### config.mk
export PLATFORM = sky130hd
export DESIGN_NAME = uart_rx_core
export DESIGN_NICKNAME = d
export VERILOG_FILES = /design/src/rtl/uart_rx_core.sv
export SDC_FILE = /design/constraint.sdc
export NUM_CORES = 1
export LEC_CHECK = 0
export BUFFER_PORTS_ARGS = -buffer_cell sky130_fd_sc_hd__buf_2
export CELL_PAD_IN_SITES_DETAIL_PLACEMENT = 1
export CELL_PAD_IN_SITES_GLOBAL_PLACEMENT = 1
export CORE_MARGIN = 2
export CORE_UTILIZATION = 30
export DETAILED_ROUTE_END_ITERATION = 10
export GPL_TIMING_DRIVEN = 0
export HOLD_SLACK_MARGIN = 0.08
export PLACE_DENSITY = 0.53
export SLEW_MARGIN = 10
export SYNTH_ARGS = -nofsm -noshare
export SYNTH_HDL_FRONTEND = slang
export SYNTH_SLANG_ARGS = --single-unit
### constraint.sdc
create_clock -name clk -period 4.1 [get_ports clk]
set_clock_uncertainty 0.1 [all_clocks]
set_input_delay 0 -clock clk [delete_from_list [all_inputs] [get_ports clk]]
set_output_delay 0 -clock clk [all_outputs]
set_load 0.02 [all_outputs]
### src/rtl/uart_rx_core.sv
// ============================================================================
// Module   : uart_rx_core
// Purpose  : Asynchronous UART receiver, 8N1 (or 8E1/8O1), mid-bit sampling.
//            Double-flop synchronizer, start-bit glitch rejection, framing
//            error / break handling, single-cycle rx_vld strobe.
// Options  : define UART_RX_PARITY_EN to add a parity bit after the data bits
//            (PARITY_ODD selects even (0) or odd (1) parity).
// Revision : 1.0 - initial release
// ============================================================================
`default_nettype none

module uart_rx_core #(
  parameter int CLK_HZ     = 25_000_000,
  parameter int BAUD       = 115200,
  parameter int PARITY_ODD = 0
) (
  input  logic       clk,
  input  logic       rst,
  input  logic       rx,
  output logic       rx_vld,
  output logic [7:0] rx_data,
  output logic       frame_err,
  output logic       parity_err,
  output logic       busy
);

  localparam int          DIV       = CLK_HZ / BAUD;
  localparam int          HALF      = DIV / 2;
  localparam logic [15:0] DIV_LAST  = 16'(DIV - 1);
  localparam logic [15:0] HALF_LAST = 16'(HALF - 1);

  // Bad configurations are caught at elaboration rather than in the field.
  if (DIV < 4) begin : g_bad_div
    $error("uart_rx_core: CLK_HZ/BAUD must be at least 4");
  end
  if (PARITY_ODD != 0 && PARITY_ODD != 1) begin : g_bad_parity
    $error("uart_rx_core: PARITY_ODD must be 0 or 1");
  end

  typedef enum logic [2:0] {
    IDLE  = 3'd0,
    START = 3'd1,
    DATA  = 3'd2,
    STOP  = 3'd3,
    BRK   = 3'd4
`ifdef UART_RX_PARITY_EN
    , PAR = 3'd5
`endif
  } state_t;

  state_t      state;
  logic        rx_m;
  logic        rx_s;
  logic        rx_d;
  logic [15:0] cnt;
  logic [2:0]  bit_idx;
  logic [7:0]  shreg;
`ifdef UART_RX_PARITY_EN
  localparam logic PAR_ODD = (PARITY_ODD != 0);
  logic        par_bit;
`endif

  // The state register itself is the busy indication; no extra flop needed.
  assign busy = (state != IDLE);

  // Two-flop synchronizer plus one delayed copy for falling-edge detection.
  always_ff @(posedge clk or posedge rst) begin
    if (rst) begin
      rx_m <= 1'b1;
      rx_s <= 1'b1;
      rx_d <= 1'b1;
    end else begin
      rx_m <= rx;
      rx_s <= rx_m;
      rx_d <= rx_s;
    end
  end

  // Frame FSM: bit timing, shifting, and registered strobes.
  always_ff @(posedge clk or posedge rst) begin
    if (rst) begin
      state      <= IDLE;
      cnt        <= 16'd0;
      bit_idx    <= 3'd0;
      shreg      <= 8'h00;
      rx_vld     <= 1'b0;
      rx_data    <= 8'h00;
      frame_err  <= 1'b0;
      parity_err <= 1'b0;
`ifdef UART_RX_PARITY_EN
      par_bit    <= 1'b0;
`endif
    end else begin
      rx_vld     <= 1'b0;
      frame_err  <= 1'b0;
      parity_err <= 1'b0;
      cnt        <= cnt + 16'd1;
      case (state)
        IDLE: begin
          if (!rx_s && rx_d) begin
            state <= START;
            cnt   <= 16'd0;
          end
        end
        START: begin
          if (cnt == HALF_LAST) begin
            cnt <= 16'd0;
            if (rx_s) begin
              state <= IDLE;
            end else begin
              state   <= DATA;
              bit_idx <= 3'd0;
            end
          end
        end
        DATA: begin
          // Counter restarts at each bit so every sample lands mid-bit.
          if (cnt == DIV_LAST) begin
            cnt     <= 16'd0;
            shreg   <= {rx_s, shreg[7:1]};
            bit_idx <= bit_idx + 3'd1;
            if (bit_idx == 3'd7) begin
`ifdef UART_RX_PARITY_EN
              state <= PAR;
`else
              state <= STOP;
`endif
            end
          end
        end
`ifdef UART_RX_PARITY_EN
        PAR: begin
          if (cnt == DIV_LAST) begin
            cnt     <= 16'd0;
            par_bit <= rx_s;
            state   <= STOP;
          end
        end
`endif
        STOP: begin
          // Leaving at mid-stop-bit leaves half a bit to catch the next start.
          if (cnt == DIV_LAST) begin
            cnt <= 16'd0;
            if (rx_s) begin
              state   <= IDLE;
              rx_vld  <= 1'b1;
              rx_data <= shreg;
`ifdef UART_RX_PARITY_EN
              parity_err <= ((^shreg) ^ par_bit) != PAR_ODD;
`endif
            end else begin
              state     <= BRK;
              frame_err <= 1'b1;
            end
          end
        end
        BRK: begin
          if (rx_s) begin
            state <= IDLE;
            cnt   <= 16'd0;
          end
        end
        default: begin
          state <= IDLE;
          cnt   <= 16'd0;
        end
      endcase
    end
  end

endmodule

`default_nettype wire

==> metrics.txt, run 1 <==
synthesized net count=roughly 200; Min-Delay Path Class=input pin to async pin; root buf cell=clkbuf_8; Synth area leaders=dfrtp_1, mux2_4, mux2_2; Tcrit/Tclk final=67.3%; Detail Placement HPWL=about 3.4 mm; Fin. Hold Viols=0; CP Cell Sequence=ha_1 > nor4bb_1 > nand4_1 > a22oi_1 > buf_2 > a21oi_1; Slew headroom=between 50% and 60%; post-synthesis sequential area ratio=around half; number of global-route vias before repair=~1,700; core footprint=a little under 7000 um^2; Clock Path Buffers=2; Syn. warnings=0; Worst-path clk slew=roughly 90 ps; status=finished, final reports clean; max incr delay on CP=610 ps; Die Ht=between 80 and 90 um; Max Slew Vio Count=0; DR vias/cell=between 4 and 5; worst r2r dst=cnt[8]; most common library cells after synthesis=dfrtp_1, a21oi_1, inv_1; top_reg_cell synth=dfrtp_1; FF-to-FF path depth=6; Routed Wire Length=around 4.7 mm; H-tree depth=2; CTS Sinks=43; Max Freq=362 MHz; fin nets=219; Finished Cell Area=approximately 2400 um^2; r2r setup slk=between 1000 and 1500 ps; Pwr Density=397 nW/um^2; CTS tree=yes; Post-synth EDFFs=0; Initial Utilization=31.0%; ANT nets after route=0; DIE WIDTH=88.1 um; Post-Place Cell Area=between 2000 and 2500 um^2; count of cell types in the netlist=48; Syn Inst Count=189; number of DRC markers in iteration 0=80; Setup WS post-layout=about 1300 ps; CP Max Fanout=10; ys async rst share=100%; Overflow after GRT=0; post-synthesis adder-cell area fraction=between 2 and 2.5%; GRT Total Usage=~14%; R2R Path Start=cnt[0]; vias post-DR=1,509; post-synthesis register bit count=43; Syn Area/Cell=approximately 11 um^2; Inserted Diodes=0; main combinational cell family by area after synthesis=simple AND/OR/NAND/NOR gates; Buffers on Ports=13; Compound-Gate Fraction of Synth Area=under 10%; CTS Buf Count=5; Slowest-stage cell, CP=a22oi_1; clk_lat worst skew=300 ps; GP Congestion=a little under 0.8; Initial DRT Pass Iterations=4; Synth top area share=a little under half; fin crit period=2760 ps; storage element area=1080 um^2; Die Area=a little under 8000 um^2; Final setup viols=0; Peak VDD IR=approximately 0.00018 V; Setup WS pre-CTS=around 1300 ps; initial antenna violation count=0; share of cells above drive strength 1=24.9%; kind of end point of the critical path=register; # IOs=15; synthesized area=between 2000 and 2500 um^2; largest net degree at the start of global routing=27; total power=just under 1 mW; crit path DAT=approximately 2800 ps; leakage power=1.10 nW; required time worst endpoint=between 4000 and 5000 ps; synthesis-to-layout area growth=15.0%; Synth Area in Simple Gates=18.6%; max cap viols=0; area occupied by multi-input gates=about 960 um^2; DRC=0; Worst Setup Start Kind=register; fill count=roughly 760; row count=30; Worst-Margin Slew=around 730 ps; RSZ-0062 raised after global routing=false; Setup Buffers After CTS=0; final core utilization=a little over a third; Crit Path Category=register to register; most common cell in the netlist=dfrtp_1; final setup TNS=0 ps; cell taking the most area after synthesis=dfrtp_1; multiplexer area fraction after synthesis=around a tenth; first-pass GRT wire length=8.35 mm; drt wl/cell=roughly 15 um; area share of xor/xnor cells in the synthesized design=between 4 and 5%
logic make-up after synthesis:
kind of cell | after synthesis
other | 1
buffers and inverters | 19
flip-flops | 43
multiplexers | 17
AO/OA/AOI/OAI | 31
adder cells (fa/ha/maj) | 4
AND/OR/NAND/NOR | 63
XOR/XNOR | 11
metrics by stage:
step	hold slack, ps	instances
5_1_grt	168	309
2_1_floorplan	-95.5	189
3_5_place_dp	-89.4	299
4_1_cts	131	309
6_report	119	309
3_3_place_gp	5.70	298
routing by layer:
layer / wire length [um] / up-vias / track usage, %
met5: 0 / - / 0
met4: 69 / 0 / 5.65
met3: 105 / 5 / 2.92
met2: 2270 / 13 / 22.8
met1: 2270 / 773 / 18.0
li1: - / 718 / -
cell type report:
cell class,count,area share [%]
Sequential cell,43,44.3
Clock buffer,5,2.82
Multi-Input combinational cell,127,39.2
Inverter,11,1.69
Timing Repair Buffer,16,4.31
Tap cell,96,4.92
Buffer,8,1.79
Clock inverter,3,1.03
report_power, final:
part	internal, mW	leakage [nW]	switching, mW	total (mW)
clock	0.122	0.0443	0.155	0.277
combinational	0.0701	0.478	0.135	0.205
sequential	0.452	0.582	0.0340	0.486
total	0.644	1.10	0.324	0.968
placed cells by master, fill, tap and decap left out, types with 2 or more instances in the layout:
master         instances
nor2_1                10
nand2_1                8
nor4_1                 3
xnor2_1                8
dfrtp_1               40
inv_1                 10
nor2b_1                2
buf_2                 15
or3_1                  3
xor2_1                 3
a22oi_1                3
o22ai_1                2
nand3_1                7
dfstp_2                3
dlygate4sd3_1          2
nand4_1                8
ha_1                   4
clkbuf_8               5
o21ai_0                2
nor3b_1                2
nor4b_1                2
clkbuf_1               4
a21oi_1               16
nor3_1                 2
mux2_2                 8
mux2_4                 8
nor4bb_1               3
and2_1                 3
clkinv_4               2
critical path: cells and delay by family (launching register included):
family                     cells  cell delay, ps
and+or+nand+nor                2             760
AOI/OAI and AO/OA              2             710
adders and majority gates      1             310
DFF                            1             400
buffers and inverters          1             350
worst max-delay path by stage:
| stage | startpoint | to | slack (ps) | cells past startpoint |
|---|---|---|---|---|
| 2_1_floorplan | cnt[0] | cnt[0] | 2070 | 6 |
| 3_3_place_gp | cnt[0] | cnt[5] | 1420 | 6 |
| 3_5_place_dp | cnt[0] | cnt[8] | 1310 | 6 |
| 4_1_cts | cnt[0] | cnt[8] | 1290 | 6 |
| 5_1_grt | cnt[0] | cnt[2] | 930 | 6 |
| 6_report | cnt[0] | cnt[8] | 1340 | 6 |
timing repair:
action | CTS | global route
hold endpoints to repair | 41 | 0
endpoints found under the setup margin | 0 | 0
hold buffers | 2 | 0
resized for setup | 0 | 0
registers in the layout, summed over array words and instances (netlist names):
signal / count
cnt: 16
rx_data: 8
shreg: 8
bit_idx: 3
state: 3
frame_err: 1
rx_d: 1
rx_m: 1
rx_s: 1
rx_vld: 1
Power figures use the tool's default switching activity.
==> run 2: changes to the inputs <==
clock period = 2.84 ns   (was 4.1 ns; I/O delays follow)
==> metrics.txt, run 2 (same netlist as run 1, synthesis figures left out) <==
Detail Placement HPWL=~3.4 mm; Overflow after GRT=0; # IOs=15; Finished Cell Area=between 2000 and 2500 um^2; Worst-path clk slew=about 90 ps; Tcrit/Tclk final=84.3%; Inserted Diodes=0; fill count=between 700 and 800; vias post-DR=approximately 1,500; share of cells above drive strength 1=between 20 and 30%; Post-Place Cell Area=2330 um^2; Fin. Hold Viols=0; Initial Utilization=a little under a third; CTS Buf Count=5; Setup WS post-layout=about 450 ps; GP Congestion=approximately 0.78; drt wl/cell=15.3 um; Min-Delay Path Class=input pin to async pin; Worst Setup Start Kind=register; root buf cell=clkbuf_8; max cap viols=0; clk_lat worst skew=~300 ps; H-tree depth=2; final setup TNS=0 ps; commonest cells after routing, fill and taps aside=dfrtp_1, a21oi_1, buf_2; required time worst endpoint=2910 ps; status=finished, final reports clean; DR vias/cell=~4.9; GRT Total Usage=roughly 14%; RSZ-0062 raised after global routing=false; max FFs per register=16; FF-to-FF path depth=6; DRC=0; leakage power=roughly 1.1 nW; CP Max Fanout=10; crit path DAT=2460 ps; ANT nets after route=0; largest net degree at the start of global routing=27; Die Area=7760 um^2; Peak VDD IR=0.000265 V; CP Cell Sequence=ha_1 > nor4bb_2 > nand4_1 > a22oi_2 > buf_2 > a21oi_1; Buffers on Ports=13; Die Ht=~88 um; Largest Register=cnt; R2R Path Start=cnt[0]; global-route track usage on met1=18.0%; CTS tree=yes; row count=30; number of global-route vias before repair=about 1,700; initial antenna violation count=0; Routed Wire Length=between 4 and 5 mm; met2 usage=a little under a quarter; met3 usage=slightly below 3%; CTS Sinks=43; r2r setup slk=approximately 450 ps; grt peak-use layer=met2; Cell Count, Final, Fillers Out=roughly 310; number of DRC markers in iteration 0=56; DIE WIDTH=~88 um; Crit Path Category=register to register; Slowest-stage cell, CP=nor4bb_2; Final setup viols=0; worst r2r dst=cnt[8]; kind of end point of the critical path=register; max incr delay on CP=about 450 ps; fin nets=between 200 and 250; Hold WS=around 120 ps; Max Slew Vio Count=0; fin crit period=about 2400 ps; Max Freq=between 400 and 500 MHz; placed instance count=between 200 and 300; first-pass GRT wire length=roughly 8.3 mm; commonest non-fill, non-tap cell in the layout=dfrtp_1; Pwr Density=about 570 nW/um^2; Setup WS pre-CTS=approximately 54 ps; Clock Path Buffers=2; synthesis-to-layout area growth=15.6%; Initial DRT Pass Iterations=4; core footprint=just under 7000 um^2; Regs by FF count=cnt: 16 flops, rx_data: 8 flops, shreg: 8 flops
## run 2: changes by cell type in the layout (fill, tap and decap cells not counted)
cell      before  now
nor4bb_1       3    2
a22oi_1        3    2
a22oi_2        0    1
nor4bb_2       0    1
## run 2: layout make-up
| type | count | area [um^2] | share of cell area [%] |
|---|---|---|---|
| Inverter | 11 | 41.3 | 1.68 |
| Buffer | 8 | 43.8 | 1.79 |
| Timing Repair Buffer | 16 | 105 | 4.29 |
| Multi-Input combinational cell | 127 | 967 | 39.5 |
| Tap cell | 96 | 120 | 4.90 |
| Clock inverter | 3 | 25.0 | 1.02 |
| Sequential cell | 43 | 1080 | 44.1 |
| Clock buffer | 5 | 68.8 | 2.81 |
## run 2: timing repair
item                                    CTS  global route
gates resized for setup                   0             2
hold buffers                              2             0
endpoints found under the hold margin    41             0
endpoints found under the setup margin    0            16
setup buffers                             0             0
## run 2: power by group
group | internal [mW] | switching (mW) | total (mW)
logic | 0.106 | 0.195 | 0.301
registers | 0.653 | 0.0493 | 0.702
clock network | 0.176 | 0.224 | 0.400
## run 2: worst max path at each step
stage                     startpoint  slack, ps  cells after the start      to
after floorplan               cnt[0]        810                      6  cnt[0]
after global placement        cnt[0]        160                      6  cnt[5]
after detailed placement      cnt[0]         50                      6  cnt[8]
after CTS                     cnt[0]         30                      6  cnt[8]
after global routing          cnt[0]        120                      6  cnt[2]
final                         cnt[0]        450                      6  cnt[8]
## run 2: worst max-delay path, delay by kind of cell (launching register included)
| family | cells | cell delay (ps) |
|---|---|---|
| AO/OA/AOI/OAI | 2 | 490 |
| adder cells (fa/ha/maj) | 1 | 300 |
| buffers and inverters | 1 | 300 |
| flip-flops | 1 | 400 |
| AND/OR/NAND/NOR | 2 | 660 |
## run 2: routing by layer
metal	share of wire [%]	wire, um
met5	0	0
met4	1.5	70
met3	2.5	120
met2	48	2270
met1	48	2270
## run 2: metrics by stage
step	util, %	total power, mW
floorplan	-	0.914
global placement	33.8	0.995
detailed placement	34.0	1.01
CTS	35.7	1.42
global route	35.9	1.49
finish	35.9	1.40
==> run 3: changes to the inputs <==
PLACE_DENSITY = 0.55   (was 0.53)
clock period = 2.1 ns   (was 2.84 ns; I/O delays follow)
==> metrics.txt, run 3 (same netlist as run 1, synthesis figures left out) <==
status=finished, final reports clean; Tcrit/Tclk final=98.8%; crit path launch=cnt[0]; Final setup viols=0; Clock Path Buffers=2; final setup TNS=0 ps; RSZ-0062 raised after global routing=true; crit path DAT=about 2200 ps; max cap viols=0; # IOs=15; GP Congestion=0.743; met3 usage=2.83%; Worst-Margin Slew=499 ps; Detail Placement HPWL=~3.2 mm; number of DRC markers in iteration 0=18; Die Ht=between 80 and 90 um; Buffers on Ports=13; first-pass GRT wire length=8.33 mm; Max Slew Vio Count=0; max FFs per register=16; largest net degree at the start of global routing=23; H-tree depth=2; clk_lat worst skew=roughly 300 ps; core footprint=~6800 um^2; commonest cells after routing, fill and taps aside=dfrtp_1, a21oi_1, buf_2; drt wl/cell=roughly 15 um; met2 usage=between 20 and 25%; FF-to-FF path depth=6; Worst-path clk slew=roughly 100 ps; ANT nets after route=0; switching share of power=between 30 and 40%; GRT Total Usage=13.9%; DIE WIDTH=roughly 88 um; Overflow after GRT=0; area occupied by multi-input gates=between 1000 and 1500 um^2; row count=30; Slew headroom=around two thirds; Sequential Power Share=between 40% and 50%; total power=approximately 2.0 mW; Fin. Hold Viols=0; Die Area=7760 um^2; grt peak-use layer=met2; synthesis-to-layout area growth=20.5%; vias post-DR=roughly 1,500; Inserted Diodes=0; Worst Setup Start Kind=register; CTS tree=yes; global-route track usage on met1=19.3%; Peak VDD IR=roughly 0.00023 V; initial antenna violation count=0; Crit Path Category=register to register; DR vias/cell=about 4.8; DRC=0; Min-Delay Path Class=input pin to async pin; kind of end point of the critical path=register; fin nets=~230; commonest non-fill, non-tap cell in the layout=dfrtp_1; required time worst endpoint=around 2200 ps; Max Freq=roughly 480 MHz; leakage power=1.15 nW; Sw Pwr=between 600 and 700 uW; Largest Register=cnt; share of cells above drive strength 1=between 30% and 40%; Initial DRT Pass Iterations=4; fin crit period=around 2100 ps; CTS Sinks=43; fill count=between 700 and 800; Initial Utilization=a little under a third; CTS Buf Count=5; Logic pwr share=around a quarter; Regs by FF count=cnt: 16 flops, rx_data: 8 flops, shreg: 8 flops; Clk pwr share=between 20% and 30%; Routed Wire Length=~4.7 mm; Hold WS=about 160 ps; storage element area=1080 um^2; Pwr Density=about 800 nW/um^2; R2R Path Start=cnt[0]; Int Pwr=approximately 1.4 mW; CP Max Fanout=8; root buf cell=clkbuf_8; number of global-route vias before repair=about 1,600
run 3: cell count changes in the layout (fill, tap and decap cells not counted), sizes merged:
cell and delta:
clkbuf -1, clkinv -1, buf +7, clkinvlp -1, inv +2
run 3: timing repair:
action | CTS | global route
pin swaps | 3 | 3
resized for setup | 11 | 7
hold buffers | 2 | 0
hold endpoints to repair | 41 | 0
setup buffers | 8 | 0
endpoints found under the setup margin | 25 | 23
run 3: layer usage:
layer / up-vias / wire [um] / share of wire (%)
met5: - / 0 / 0
met4: 0 / 52 / 1.1
met3: 5 / 92 / 2.0
met2: 12 / 2190 / 47
met1: 764 / 2340 / 50
li1: 737 / - / -
run 3: cell type report:
class	count	share of cell area, %
Sequential cell	43	42.4
Multi-Input combinational cell	127	39.5
Timing Repair Buffer	24	6.75
Tap cell	96	4.70
Clock buffer	5	2.69
Inverter	11	1.62
Buffer	6	1.27
Clock inverter	3	1.03
run 3: path summary, 6_finish.rpt:
check	slack, ps	end
min reg2reg	270	rx_s
max in group asynchronous	1170	rx_d
min in group clk	240	rx_m
max reg2reg	30	rx_data[0]
max	30	rx_data[0]
min	160	rx_data[0]
run 3: worst max-delay path, cell delays in order, from the launching register on:
cell and delay (ps):
dfrtp_1 400, inv_1 70, ha_2 170, and4b_2 300
nand3_2 80, or4_4 530, mux2_4 330
run 3: stage by stage:
| step | setup WS, ps | util (%) | instances | area [um^2] |
|---|---|---|---|---|
| global route | -47.1 | 37.4 | 315 | 2560 |
| detailed placement | -598 | 34.2 | 299 | 2330 |
| global placement | -570 | 33.8 | 298 | 2310 |
| floorplan | 68.1 | - | 189 | 2120 |
| finish | 25.1 | 37.4 | 315 | 2560 |
| CTS | 9.22 | 37.2 | 316 | 2540 |
run 3: power by group through the flow:
stage / sequential [mW] / clock, mW / combinational, mW
2_1_floorplan: 0.945 / 0 / 0.291
3_5_place_dp: 0.967 / 0 / 0.409
4_1_cts: 0.957 / 0.596 / 0.508
5_1_grt: 0.970 / 0.628 / 0.585
6_report: 0.957 / 0.565 / 0.517
3_3_place_gp: 0.964 / 0 / 0.404
